<file path="src/rtl/button_conditioner_pkg.sv">
// Shared defaults for the button front-end: debounce counter width and
// hardware debounce window (2 ms at 25 MHz).
package button_conditioner_pkg;
  localparam int CNT_W_DEF        = 16;
  localparam int DEBOUNCE_DEF     = 50000;
endpackage

</file>
<file path="src/rtl/button_debouncer.sv">
// One button: 2-flop synchroniser, symmetric counter debounce of the stable
// level, and a one-cycle pulse on the debounced rising edge.
module button_debouncer
  import button_conditioner_pkg::*;
#(
  parameter int CNT_W           = CNT_W_DEF,
  parameter int DEBOUNCE_CYCLES = DEBOUNCE_DEF
) (
  input  logic clk,
  input  logic rst,
  input  logic raw,
  output logic level,
  output logic rise
);
  localparam logic [CNT_W-1:0] THRESH = CNT_W'(DEBOUNCE_CYCLES - 1);

  logic [1:0]       sync_q;
  logic             level_q, level_d, level_dly_q;
  logic [CNT_W-1:0] cnt_q, cnt_d;
  logic             s;

  assign s = sync_q[1];

  always_ff @(posedge clk) begin
    if (rst) begin
      sync_q      <= '0;
      level_q     <= 1'b0;
      level_dly_q <= 1'b0;
      cnt_q       <= '0;
    end else begin
      sync_q      <= {sync_q[0], raw};
      level_q     <= level_d;
      level_dly_q <= level_q;
      cnt_q       <= cnt_d;
    end
  end

  // Threshold is checked before incrementing, so the counter never wraps;
  // any sample matching the stable level restarts the window.
  always_comb begin
    level_d = level_q;
    cnt_d   = '0;
    if (s != level_q) begin
      if (cnt_q == THRESH) level_d = s;
      else                 cnt_d   = cnt_q + 1'b1;
    end
  end

  assign level = level_q;
  assign rise  = level_q & ~level_dly_q;
endmodule

</file>
<file path="src/rtl/button_conditioner.sv">
// Debounces up/down buttons; up becomes a sticky press flag held until the
// next input-sample tick consumes it, down is a plain debounced level.
module button_conditioner
  import button_conditioner_pkg::*;
#(
  parameter int CNT_W           = CNT_W_DEF,
  parameter int DEBOUNCE_CYCLES = DEBOUNCE_DEF
) (
  input  logic       clk,
  input  logic       rst,
  input  logic       btn_up_raw,
  input  logic       btn_down_raw,
  input  logic [1:0] game_tick,
  output logic       button_up,
  output logic       button_down,
  output logic       up_level,
  output logic       up_press_pulse
);
  logic up_lvl, up_rise, dn_lvl, dn_rise_unused;
  logic pend_q, pend_d;
  logic tick_unused;

  assign tick_unused = game_tick[1];

  button_debouncer #(.CNT_W(CNT_W), .DEBOUNCE_CYCLES(DEBOUNCE_CYCLES)) u_up (
    .clk(clk), .rst(rst), .raw(btn_up_raw), .level(up_lvl), .rise(up_rise)
  );

  button_debouncer #(.CNT_W(CNT_W), .DEBOUNCE_CYCLES(DEBOUNCE_CYCLES)) u_down (
    .clk(clk), .rst(rst), .raw(btn_down_raw), .level(dn_lvl), .rise(dn_rise_unused)
  );

  // A fresh press wins over a coincident tick so it is never lost.
  always_comb begin
    pend_d = pend_q;
    if (up_rise)           pend_d = 1'b1;
    else if (game_tick[0]) pend_d = 1'b0;
  end

  always_ff @(posedge clk) begin
    if (rst) pend_q <= 1'b0;
    else     pend_q <= pend_d;
  end

  assign button_up      = pend_q;
  assign button_down    = dn_lvl;
  assign up_level       = up_lvl;
  assign up_press_pulse = up_rise;
endmodule
</file>
<file path="config.mk">
export PLATFORM = sky130hd
export DESIGN_NAME = button_conditioner
export DESIGN_NICKNAME = d
export VERILOG_FILES = /design/src/rtl/button_conditioner_pkg.sv /design/src/rtl/button_debouncer.sv /design/src/rtl/button_conditioner.sv
export SDC_FILE = /design/constraint.sdc
export NUM_CORES = 1
export LEC_CHECK = 0
export ABC_CLOCK_PERIOD_IN_PS = 4870
export BUFFER_PORTS_ARGS = -buffer_cell sky130_fd_sc_hd__buf_2
export CORE_MARGIN = 1
export CORE_UTILIZATION = 55
export DETAILED_ROUTE_END_ITERATION = 6
export GPL_TIMING_DRIVEN = 0
export PLACE_DENSITY = 0.82
export RECOVER_POWER = 50
export SYNTH_ARGS = -nofsm -noshare
export SYNTH_HDL_FRONTEND = slang
export SYNTH_SLANG_ARGS = --single-unit
</file>
<file path="constraint.sdc">
create_clock -name clk -period 4.87 [get_ports clk]
set_input_delay 0.487 -clock clk [delete_from_list [all_inputs] [get_ports clk]]
set_output_delay 0.487 -clock clk [all_outputs]
set_load 0.01 [all_outputs]
</file>
=== Word-level counts from Yosys, hierarchy flattened ===
Cells that the tools add are included.

* Register bits: 40
* Input port bits: 6
* Output and inout bits: 4
* Word-level logic and storage cells: 25

* $add $sub $neg: 2
* Equal/unequal tests: 4
* Mux-type cells: 2
* Bitwise logic cells: 4
* Reductions and logical operators: 5

{| class="wikitable"
|+ Operator list
! cell !! number
|-
| 16-bit by 1-bit adder with 16-bit output (second input constant) || 2
|-
| 16-bit == test (second input constant) || 2
|-
| 3-bit OR reduction || 2
|-
| 2-bit AND reduction || 2
|-
| 1-bit NOT || 3
|-
| 1-bit two-way mux || 2
|-
| 1-bit inequality test || 2
|-
| 2-bit nonzero test || 1
|-
| 1-bit AND || 1
|}

=== Depth between registers and ports, before layout ===
* Word-level depth: 3
* Depth in mapped cells: 7
* Gate-level depth less buffers: 5

=== By module ===
Synthesis repeated with hierarchy kept, for this count alone.

* Cells, all modules: 184
* Area total of the unflattened synthesis: 1707.9 um^2

{| class="wikitable"
|+ By module, submodules not included
! module !! times used !! cells an instance !! area an instance (um^2) !! sequential area each (um^2)
|-
| button_debouncer || 2 || 90 || 834.6 || 400.4
|-
| button_conditioner || 1 || 4 || 38.8 || 20.0
|}

=== Worst setup path before layout ===
OpenSTA, ideal clock, no wires.

* Path type: flip-flop to flip-flop
* Start point: register u_down.cnt_q[12]
* End point: register u_down.cnt_q[10]
* Setup time: 0.115 ns
* Arrival time: 1.567 ns
* Required time: 4.755 ns
* Path slack: 3.188 ns
* Cell stages (with the launch flop): 7
* Buffers on the path: 2
* Clock period less this slack: 1.682 ns
* Cell sequence: dfxtp_1 > or4_1 > nor4_2 > or3_1 > buf_6 > buf_6 > nor2_1

* Longest elaborated chain between the ends: 2

{| class="wikitable"
|+ Ends and longest elaborated chain
! element !! RTL line !! source
|-
| start: declaration || button_debouncer.sv:19 || <nowiki>logic [CNT_W-1:0] cnt_q, cnt_d;</nowiki>
|-
| start signal: assignment || button_debouncer.sv:34 || <nowiki>cnt_q <= cnt_d;</nowiki>
|-
| 16-bit == test || button_debouncer.sv:44 || <nowiki>if (cnt_q == THRESH) level_d = s;</nowiki>
|-
| 3-bit OR reduction (no source line) || -- ||
|}

Every way passes these cells.
A chain may end at the register's enable or synchronous reset.

=== Final worst setup path ===
* Start point: register u_down.cnt_q[12]
* End point: register u_down.cnt_q[13]

* Longest elaborated chain between the ends: 2
* Elaborated cells between the ends (all ways): 3
* Those cells by class: add/sub: 1; eq/ne: 1; reduce/logical: 1

{| class="wikitable"
|+ Ends and longest elaborated chain
! element
|-
| branches (longest 2 deep; another with 16-bit by 1-bit adder with 16-bit output)
|}

Several ways; the timed one is not identified.

==> summary.md <==
| Metric | Value |
|---|---|
| Clock power share | `39.2%` |
| Number of max-cap violations | `0` |
| Register area | `801 um2` |
| Port bufs | `8` |
| DP Area | `0.00176 mm2` |
| GR Util met3 | `6.12%` |
| Status | `completed` |
| Global-route wire length before repair | `5220 um` |
| Rows | `19` |
| Final core occ | `64.5%` |
| Nets | `211` |
| Syn Inst Count | `188` |
| Largest net degree at the start of global routing | `14` |
| Fin area | `0.00183 mm2` |
| Layer with the highest usage | `met2` |
| Cts repair resizes | `0` |
| Buffer count from post-CTS setup fixing | `0` |
| Crit path max fanout | `10` |
| Comb power frac | `1.4%` |
| M1 GR Usage | `24.3%` |
| CTS tree | `built` |
| Syn_nets | `196` |
| Most common cell after layout, fill and taps aside | `dfxtp_1` |
| Clock-pin slew on the worst setup and hold paths | `120 ps` |
| Initial core utilization | `59.6%` |
| WL/cell | `12.5 um` |
| Clock skew | `13.0 ps` |
| Vias per inst | `5.62` |
| HP Class | `in2reg` |
| Clock Path Buffers | `2` |
| Leak | `0.000544 uW` |
| Cell Area, Synth | `0.00169 mm2` |
| RSZ-0062 raised after global routing | `false` |
| Core Area | `0.00283 mm2` |
| Setup TNS | `0 ps` |
| Final period demand of the worst path | `2130 ps` |
| Max-slew violations | `0` |
| Initial antenna violation count | `0` |
| Area of the multi-input gates | `815 um2` |
| GRT Total Usage | `20.9%` |
| #FFs+latches synth | `40` |
| Total wire length | `2930 um` |
| Relative slew slack | `68.8%` |
| # setup viols final | `0` |
| Setup ws final | `2740 ps` |
| Power share of the sequential group | `59.4%` |
| CP endpoint kind | `flop` |
| Clk sinks | `40` |
| Power Density | `305 mW/mm2` |
| Psw | `117 uW` |
| Vias in the first global route | `1283` |
| Endpoints failing hold | `0` |
| FMAX | `470 MHz` |
| GRT met2 Usage | `34.7%` |
| Crit start category | `flop` |
| Root Buffer | `clkbuf_4` |
| RePlAce Congestion | `0.852` |
| Vias | `1321` |
| Area grow syn2layout | `8.31%` |
| First drt pass iteration count | `4` |
| Post-DP HPWL | `2130 um` |
| Synth cell types | `25` |
| Iter 0 DRT Violations | `37` |
| CTS H-Tree Depth | `2` |
| Layout cells sized above 1 | `6.37%` |
| Total gr overflow | `0` |
| Slew @ Worst Pin | `464 ps` |
| IR drop worst, VDD | `0.249 mV` |
| Ant diodes | `0` |
| Post-Synthesis Mean Instance Area | `8.96 um2` |
| WS Path Type | `reg2reg` |
| ANT nets after route | `0` |
| Post-place setup slack | `3020 ps` |
| DRC Markers | `0` |
| Most frequent cells in the layout | `dfxtp_1 (40), nor2_1 (38), xnor2_1 (25), nand3_1 (11), nor3_1 (10)` |
| Internal | `440 uW` |
| Clock latency on the worst-skew pair | `360 ps` |
| DIE AREA | `0.00329 mm2` |
| Fillers | `221` |
| Switching share of power | `21.0%` |
| Yosys warns | `0` |
| Worst EP required | `5130 ps` |
| Top-Level Pins | `10` |
| WP data arrival | `2380 ps` |
| Die height | `57.4 um` |
| Hold-fix buffers, CTS | `0` |
| Register area share after synthesis | `47.5%` |
| CTS buffer count | `5` |
| Chip Width | `57.4 um` |
| Crit share post-route | `43.7%` |
## synthesized netlist by cell type (all sizes together)
cell type   n  area share [%]
mux2i       2             1.2
xnor2      25              13
nor4bb      1            0.59
xor2        4             2.1
nand3      11             3.3
nor3       10             3.0
dfxtp      40              48
inv         8             1.8
and4b       1            0.59
nor2b       6             2.2
clkbuf      3            0.67
nor4        8             3.3
o31ai       1            0.45
nand4b      1            0.52
ha          2             1.5
nand4       9             3.3
buf         2             1.3
or3         2            0.74
nor2       38             8.5
nand2       7             1.6
a21oi       2            0.59
or4bb       1            0.67
and3        2            0.74
or4         2            0.89
## final cells by class
class / instances / share of cell area (%)
timing repair buffer: 8 / 1.92
multi-input combinational: 135 / 44.6
clock inverter: 3 / 2.33
tap: 31 / 2.12
buffer: 5 / 1.44
sequential: 40 / 43.9
inverter: 8 / 1.64
clock buffer: 5 / 2.06
## metal layers
metal  wire length, um  part of all wire, %
met4                76                  2.6
met3               165                  5.6
met5                 0                    0
met2              1380                   47
met1              1300                   44
## power by group through the flow
| stage | sequential [uW] | combinational, uW | clock (uW) |
|---|---|---|---|
| finish | 330 | 8.03 | 218 |
| global route | 331 | 8.98 | 232 |
| CTS | 330 | 8.62 | 221 |
| detailed placement | 338 | 8.61 | 0 |
| global placement | 338 | 8.14 | 0 |
| floorplan | 337 | 5.75 | 0 |
## critical path, cell delays in order (launching register included)
cell and delay [ps]:
dfxtp_1 370, or4_1 510, nor4_1 460, or3_1 170, clkbuf_1 270, buf_6 200
nor2_1 50
## sequential cells by signal (all words and copies together) (netlist names)
register / flops
button_up: 1
u_down.cnt_q: 16
u_down.level: 1
u_down.sync_q: 2
u_up.cnt_q: 16
u_up.level: 1
u_up.level_dly_q: 1
u_up.sync_q: 2
## kinds of logic (layout without fill, tap and decap cells)
kind of cell | count (synthesis) | after routing | synth area share [%]
muxes | 2 | 2 | 1.19
AOI/OAI and AO/OA | 3 | 3 | 1.04
xor gates and xnor gates | 29 | 29 | 15.1
DFF | 40 | 40 | 47.5
buffers and inverters | 13 | 29 | 3.79
and+or+nand+nor | 99 | 99 | 29.9
adders and majority gates | 2 | 2 | 1.48
## stage by stage
| stage | instances | total power [uW] | hold WS [ps] |
|---|---|---|---|
| after floorplan | 188 | 343 | 414 |
| after global placement | 227 | 346 | 430 |
| after detailed placement | 227 | 346 | 435 |
| after CTS | 235 | 560 | 330 |
| after global routing | 235 | 572 | 326 |
| final | 235 | 556 | 335 |
## final timing paths
kind	cells after the start	from	slack (ps)	endpoint
setup / recovery	6	u_down.cnt_q[12]	2740	u_down.cnt_q[13]
hold / removal	2	btn_down_raw	340	u_down.sync_q[0]
setup reg to reg	6	u_down.cnt_q[12]	2740	u_down.cnt_q[13]
hold reg to reg	1	u_down.sync_q[0]	460	u_down.sync_q[1]
Note: power is estimated with default switching activity, not from simulation.
